===== src/rtl/ecc_scalar_mul_bus_frontend.sv =====
// Bus frontend for the ECC scalar-multiplier core: holds operands, runs the start/done handshake, and captures results, status and the cycle count.
// Latency: a start write launches core_start the next cycle; core_done gives done and readable results the next cycle; reads return one cycle after rd_en.
// Backpressure: the bus never stalls; operand, ctrl and start writes while busy are dropped and set err, and clr is always honoured.
module ecc_scalar_mul_bus_frontend #(
    parameter int BUS_W       = 32,
    parameter int OP_W        = 256,
    parameter int ADDR_W      = 5,
    parameter int CNT_W       = 32,
    parameter int TIMEOUT_CYC = 0
) (
    input  logic              clk,
    input  logic              rst,
    input  logic              wr_en,
    input  logic              rd_en,
    input  logic [ADDR_W-1:0] addr,
    input  logic [BUS_W-1:0]  wr_data,
    output logic [BUS_W-1:0]  rd_data,
    output logic              rd_valid,
    output logic              done,
    output logic              irq,
    output logic              core_start,
    output logic [OP_W-1:0]   core_k,
    output logic [OP_W-1:0]   core_px,
    output logic [OP_W-1:0]   core_py,
    output logic              core_pinf,
    input  logic              core_done,
    input  logic [OP_W-1:0]   core_x,
    input  logic [OP_W-1:0]   core_y,
    input  logic              core_inf
);

    localparam int W = OP_W / BUS_W;

    // Write-side and read-side register addresses.
    localparam logic [ADDR_W-1:0] A_CTRL = ADDR_W'(3 * W);
    localparam logic [ADDR_W-1:0] A_CMD  = ADDR_W'(3 * W + 1);
    localparam logic [ADDR_W-1:0] A_INF  = ADDR_W'(2 * W);
    localparam logic [ADDR_W-1:0] A_STAT = ADDR_W'(2 * W + 1);
    localparam logic [ADDR_W-1:0] A_CNT  = ADDR_W'(2 * W + 2);

    typedef enum logic [1:0] {S_IDLE, S_LAUNCH, S_WAIT, S_FIN} state_t;

    state_t           state_q, state_d;
    logic [OP_W-1:0]  x_res, y_res;
    logic             inf_res;
    logic [CNT_W-1:0] cnt, cnt_inc;
    logic             err, timeout, done_sticky;
    logic             busy, op_wr, cmd_wr, start_wr, clr_wr, wait_done, wait_tmo;
    logic [BUS_W-1:0] rd_mux;

    assign busy      = (state_q != S_IDLE);
    assign cmd_wr    = wr_en && (addr == A_CMD);
    assign start_wr  = cmd_wr && wr_data[0];
    assign clr_wr    = cmd_wr && wr_data[1];
    // Operand words and ctrl occupy every address below cmd.
    assign op_wr     = wr_en && (addr < A_CMD);
    assign cnt_inc   = (cnt == '1) ? cnt : cnt + CNT_W'(1);
    assign wait_done = (state_q == S_WAIT) && core_done;
    // A core answer in the same cycle as the timeout wins, so the result is kept.
    assign wait_tmo  = (state_q == S_WAIT) && !core_done && (TIMEOUT_CYC != 0)
                       && (cnt_inc == CNT_W'(TIMEOUT_CYC));

    // State register.
    always_ff @(posedge clk) begin
        if (rst) state_q <= S_IDLE;
        else     state_q <= state_d;
    end

    // Next-state decode; core_start and done are single-cycle states.
    always_comb begin
        state_d    = state_q;
        core_start = 1'b0;
        done       = 1'b0;
        case (state_q)
            S_IDLE:   if (start_wr) state_d = S_LAUNCH;
            S_LAUNCH: begin
                core_start = 1'b1;
                state_d    = S_WAIT;
            end
            S_WAIT:   if (wait_done || wait_tmo) state_d = S_FIN;
            S_FIN:    begin
                done    = 1'b1;
                state_d = S_IDLE;
            end
            default:  state_d = S_IDLE;
        endcase
    end

    // Operand and ctrl registers; frozen while an operation is in flight.
    always_ff @(posedge clk) begin
        if (rst) begin
            core_k    <= '0;
            core_px   <= '0;
            core_py   <= '0;
            core_pinf <= 1'b0;
        end else if (wr_en && !busy) begin
            for (int i = 0; i < W; i++) begin
                if (addr == ADDR_W'(i))         core_k[i*BUS_W +: BUS_W]  <= wr_data;
                if (addr == ADDR_W'(W + i))     core_px[i*BUS_W +: BUS_W] <= wr_data;
                if (addr == ADDR_W'(2 * W + i)) core_py[i*BUS_W +: BUS_W] <= wr_data;
            end
            if (addr == A_CTRL) core_pinf <= wr_data[0];
        end
    end

    // Result capture only on a core answer inside WAIT.
    always_ff @(posedge clk) begin
        if (rst) begin
            x_res   <= '0;
            y_res   <= '0;
            inf_res <= 1'b0;
        end else if (wait_done) begin
            x_res   <= core_x;
            y_res   <= core_y;
            inf_res <= core_inf;
        end
    end

    // Sticky flags and interrupt: clr first, then the events of this cycle.
    always_ff @(posedge clk) begin
        if (rst) begin
            err         <= 1'b0;
            timeout     <= 1'b0;
            done_sticky <= 1'b0;
            irq         <= 1'b0;
        end else begin
            if (clr_wr) begin
                err     <= 1'b0;
                timeout <= 1'b0;
                irq     <= 1'b0;
            end
            if (busy && (op_wr || start_wr)) err <= 1'b1;
            if (!busy && start_wr)           done_sticky <= 1'b0;
            if (wait_tmo)                    timeout <= 1'b1;
            if (wait_done || wait_tmo) begin
                irq         <= 1'b1;
                done_sticky <= 1'b1;
            end
        end
    end

    // Cycle counter: cleared at launch, counts every WAIT cycle, saturates.
    always_ff @(posedge clk) begin
        if (rst)                       cnt <= '0;
        else if (state_q == S_LAUNCH)  cnt <= '0;
        else if (state_q == S_WAIT)    cnt <= cnt_inc;
    end

    // Read address decode; unmapped addresses return zero.
    always_comb begin
        rd_mux = '0;
        for (int i = 0; i < W; i++) begin
            if (addr == ADDR_W'(i))     rd_mux = x_res[i*BUS_W +: BUS_W];
            if (addr == ADDR_W'(W + i)) rd_mux = y_res[i*BUS_W +: BUS_W];
        end
        if (addr == A_INF)  rd_mux = BUS_W'(inf_res);
        if (addr == A_STAT) rd_mux = BUS_W'({timeout, err, done_sticky, busy});
        if (addr == A_CNT)  rd_mux = BUS_W'(cnt);
    end

    // Registered read port; a same-cycle write is seen by the next read.
    always_ff @(posedge clk) begin
        if (rst) begin
            rd_data  <= '0;
            rd_valid <= 1'b0;
        end else begin
            rd_valid <= rd_en;
            rd_data  <= rd_en ? rd_mux : '0;
        end
    end

endmodule


===== config.mk =====
export PLATFORM = sky130hd
export DESIGN_NAME = ecc_scalar_mul_bus_frontend
export DESIGN_NICKNAME = d
export VERILOG_FILES = /design/src/rtl/ecc_scalar_mul_bus_frontend.sv
export SDC_FILE = /design/constraint.sdc
export NUM_CORES = 2
export LEC_CHECK = 0
export CAP_MARGIN = 30
export CORE_AREA = 2 2 537 539
export CTS_CLUSTER_SIZE = 40
export DETAILED_ROUTE_END_ITERATION = 12
export DIE_AREA = 0 0 539 541
export HOLD_SLACK_MARGIN = 0.06
export SYNTH_ARGS = -nofsm -noshare
export SYNTH_HDL_FRONTEND = slang
export SYNTH_SLANG_ARGS = --single-unit

===== constraint.sdc =====
create_clock -name clk -period 4.4 [get_ports clk]
set_clock_uncertainty 0.2 [all_clocks]
set_input_delay 1.1 -clock clk [delete_from_list [all_inputs] [get_ports clk]]
set_output_delay 1.1 -clock clk [all_outputs]
set_load 0.005 [all_outputs]

==> impl_table.tex <==
\begin{tabular}{lr}
\hline
Metric & Value \\
\hline
\multicolumn{2}{l}{\textbf{Status}} \\
Status & finished clean \\
\multicolumn{2}{l}{\textbf{Floorplan}} \\
Die X & 539 um \\
Core area & 0.286 sq mm \\
Area of the die & 0.292 sq mm \\
Starting utilization of the core area & 18.2\% \\
Number of placed I/O pins & 1360 \\
Chip Height & 541 um \\
Cell Rows & 197 \\
\multicolumn{2}{l}{\textbf{Logic synthesis}} \\
Number of enable-type register cells in the synthesized netlist & 0 \\
Count leader, synth & nand2\_1 \\
Gate Count Post-Synth & 6759 \\
Post-synthesis sequential element count & 1352 \\
Synthesized area per cell & 7.69 sq um \\
Top\_reg\_cell synth & dfxtp\_1 \\
Share of the yosys chip area belonging to registers & 52.0\% \\
Netlist cell types & 81 \\
Mapped Nets & 7319 \\
Biggest area contributors in the synthesized netlist & dfxtp\_1, nand2\_1, a21oi\_1 \\
Synthesis warning total & 0 \\
Commonest cells in the netlist & nand2\_1, a21oi\_1, dfxtp\_1, clkbuf\_1, buf\_2 \\
Area share of the largest cell type after synthesis & 52.0\% \\
Synth area leader & dfxtp\_1 \\
Post-Syn Area & 0.0520 sq mm \\
Synth async-reset ratio & 0\% \\
\multicolumn{2}{l}{\textbf{Layout}} \\
Number of nets in the final layout & 8498 \\
Seq. cell area & 0.0271 sq mm \\
Count of filler cells inserted in the layout & 31300 \\
Total area of multi-input combinational cells & 0.0228 sq mm \\
Proportion of layout cells with a drive suffix above 1 & 7.95\% \\
Layout overhead on the synthesized area & 46.4\% \\
\multicolumn{2}{l}{\textbf{Global routing}} \\
Global routing usage on met3 & 4.84\% \\
Pin count of the biggest net entering global routing & 195 \\
Number of global-route vias before repair & 49500 \\
Initial antenna violation count & 109 \\
Grt met1 use & 24.0\% \\
First-pass GRT wire length & 426000 um \\
Total gr overflow & 0 \\
Total routing resource utilization after global routing & 20.9\% \\
Global-route track usage on met2 & 35.7\% \\
Gr busiest metal & met2 \\
\multicolumn{2}{l}{\textbf{Worst setup path}} \\
Critical path endpoint category & primary output \\
List of cells traversed by the critical path & inv\_1 -> ha\_1 -> clkdlybuf4s50\_1 \\
Crit-path slowest cell & clkdlybuf4s50\_1 \\
Reg2reg start & state\_q[0]\$\_SDFFE\_PP0P\_ \\
Worst EP arrival & 2310 ps \\
End of the worst register-to-register path & core\_px[83]\$\_SDFFE\_PP0P\_ \\
CP Class & flop to primary output \\
Required @ worst endpoint & 3100 ps \\
Register-to-register setup slack & 1480 ps \\
Logic depth of the worst register-to-register path & 9 \\
Category of the worst setup path launch point & flop \\
Largest incremental delay on the critical path & 770 ps \\
Maximum net fanout on the critical path & 4 \\
\multicolumn{2}{l}{\textbf{Timing}} \\
Unrepaired setup endpoints after global routing & no \\
Final cycle utilization of the critical path & 81.9\% \\
Number of slew-limit violations in the final report & 0 \\
Total negative slack for setup checks & 0 ps \\
FMAX & 0.277 GHz \\
Slew headroom & 17.9\% \\
Post-layout minimum cycle time & 3610 ps \\
Number of hold-slack violations in the final timing report & 0 \\
Slew @ Worst Pin & 1230 ps \\
Final setup violation count & 0 \\
\multicolumn{2}{l}{\textbf{Clocking}} \\
TritonCTS Buffers & 162 \\
Maximum clock insertion buffer count & 4 \\
Post-CTS setup buffer count & 0 \\
Cells resized by post-CTS repair & 0 \\
Post-cts hold buffer count & 0 \\
TritonCTS Sinks & 1352 \\
Clock tree root driver cell & clkbuf\_16 \\
TritonCTS clock tree & built \\
Worst skew pair latency & 850 ps \\
Clock slew seen by the registers of the worst setup and hold paths & 60 ps \\
H-Tree Depth & 4 \\
\multicolumn{2}{l}{\textbf{Placed design}} \\
Count of input and output buffers & 1359 \\
HPWL Detailed & 242000 um \\
Global placer's final weighted congestion & 1.02 \\
\multicolumn{2}{l}{\textbf{Power and ir drop}} \\
Share of total power in sequential cells & 43.8\% \\
Clock network power share & 48.5\% \\
Combinational cell fraction of total power & 7.6\% \\
Leakage power of the design & 24.4 nW \\
Power Density & 374 mW/mm\^{}2 \\
Net Sw Frac & 25.5\% \\
Net Sw Power & 0.00727 W \\
Internal power contribution & 0.0212 W \\
Worst vdd ir & 0.000236 V \\
Post-layout total power & 0.0285 W \\
\multicolumn{2}{l}{\textbf{Worst hold path}} \\
Hold WC Path Type & flop to flop \\
Hold Path Sink & core\_k[55]\$\_SDFFE\_PP0P\_ \\
Hold path startpoint & core\_k[55]\$\_SDFFE\_PP0P\_ \\
Hold Path Depth & 2 \\
\multicolumn{2}{l}{\textbf{Drt}} \\
Count of nets left with antenna violations after detail routing & 0 \\
Total via count after detailed routing & 54300 \\
Wire length per cell after detailed routing & 26.9 um \\
Vias per Instance & 4.58 \\
DRT Pass-1 Iters & 6 \\
Count of unresolved DRC violations after routing & 0 \\
Aggregate routed wire length & 320000 um \\
Drt first-iter violations & 5515 \\
\multicolumn{2}{l}{\textbf{Job}} \\
Count of max-cap constraint violations & 0 \\
\hline
\end{tabular}
==> placed cells by master, fill, tap and decap left out, drive strengths merged, types with 28 or more instances in the layout <==
| cell | count |
|---|---|
| dfxtp | 1352 |
| clkdlybuf4s50 | 1323 |
| nand2 | 2690 |
| clkbuf | 228 |
| o21ai | 109 |
| a21oi | 1378 |
| a22oi | 51 |
| buf | 281 |
| inv | 28 |
| o22ai | 29 |
| clkinv | 30 |
| nor2 | 74 |
==> worst max-delay path by stage <==
stage                                       start                      to  slack, ps  depth (start not counted)
final                     state_q[1]$_SDFFE_PP0P_              core_start        790                          3
after global placement                    addr[2]  rd_data[26]$_SDFF_PP0_        180                          8
after floorplan                           addr[0]  rd_data[16]$_SDFF_PP0_       1500                          7
after detailed placement                  addr[2]  rd_data[26]$_SDFF_PP0_        150                          8
after CTS                 state_q[1]$_SDFFE_PP0P_              core_start        690                          3
after global routing      state_q[1]$_SDFFE_PP0P_              core_start        710                          3
==> metal layers <==
layer	up-vias	routed length (um)
li1	24800	-
met3	744	26100
met5	-	165
met1	25800	119000
met2	2925	154000
met4	22	19500
==> power by group through the flow <==
stage	sequential (W)	clock, W	combinational [W]
6_report	0.0125	0.0138	0.00217
5_1_grt	0.0125	0.0146	0.00227
4_1_cts	0.0125	0.0141	0.00217
3_5_place_dp	0.0128	0	0.00216
3_3_place_gp	0.0128	0	0.00214
2_1_floorplan	0.0127	0	0.000741
==> metrics by stage <==
stage / setup slack [ps] / instances / util (%) / instance area [sq um] / hold WS, ps
4_1_cts: 693 / 11800 / 26.6 / 76100 / 252
3_3_place_gp: 178 / 11500 / 24.6 / 70500 / 237
6_report: 794 / 11900 / 26.6 / 76200 / 250
2_1_floorplan: 1500 / 6759 / - / 52000 / 231
5_1_grt: 713 / 11900 / 26.6 / 76100 / 264
3_5_place_dp: 155 / 11600 / 24.7 / 70700 / 244
==> cell type report <==
class,count,area share (%)
sequential,1352,35.5
inverter,18,0.0887
clock inverter,56,1.08
clock buffer,228,5.98
multi-input combinational,4800,29.9
tap,3781,6.21
antenna,25,0.0822
timing repair buffer,1604,21.1
==> critical path, delay by kind of cell (launching register included) <==
| family | cells | cell delay [ps] |
|---|---|---|
| fa+ha+maj | 1 | 280 |
| flops | 1 | 340 |
| buf+inv | 2 | 860 |
==> cell families after synthesis <==
kind of cell,Yosys count,share of synthesized area [%]
AOI/OAI and AO/OA,1784,19.0
xor gates and xnor gates,13,0.219
adders and majority gates,5,0.120
buffers and inverters,607,4.74
DFF,1352,52.0
muxes,61,1.68
and+or+nand+nor,2937,22.2
==> registers in the layout (all words and copies together), names as in the netlist <==
signal / count
core_k: 256
core_py: 256
x_res: 256
y_res: 256
rd_valid: 1
err: 1
done_sticky: 1
state_q: 2
core_pinf: 1
irq: 1
core_px: 256
cnt: 32
rd_data: 32
inf_res: 1
Power figures use the tool's default switching activity.
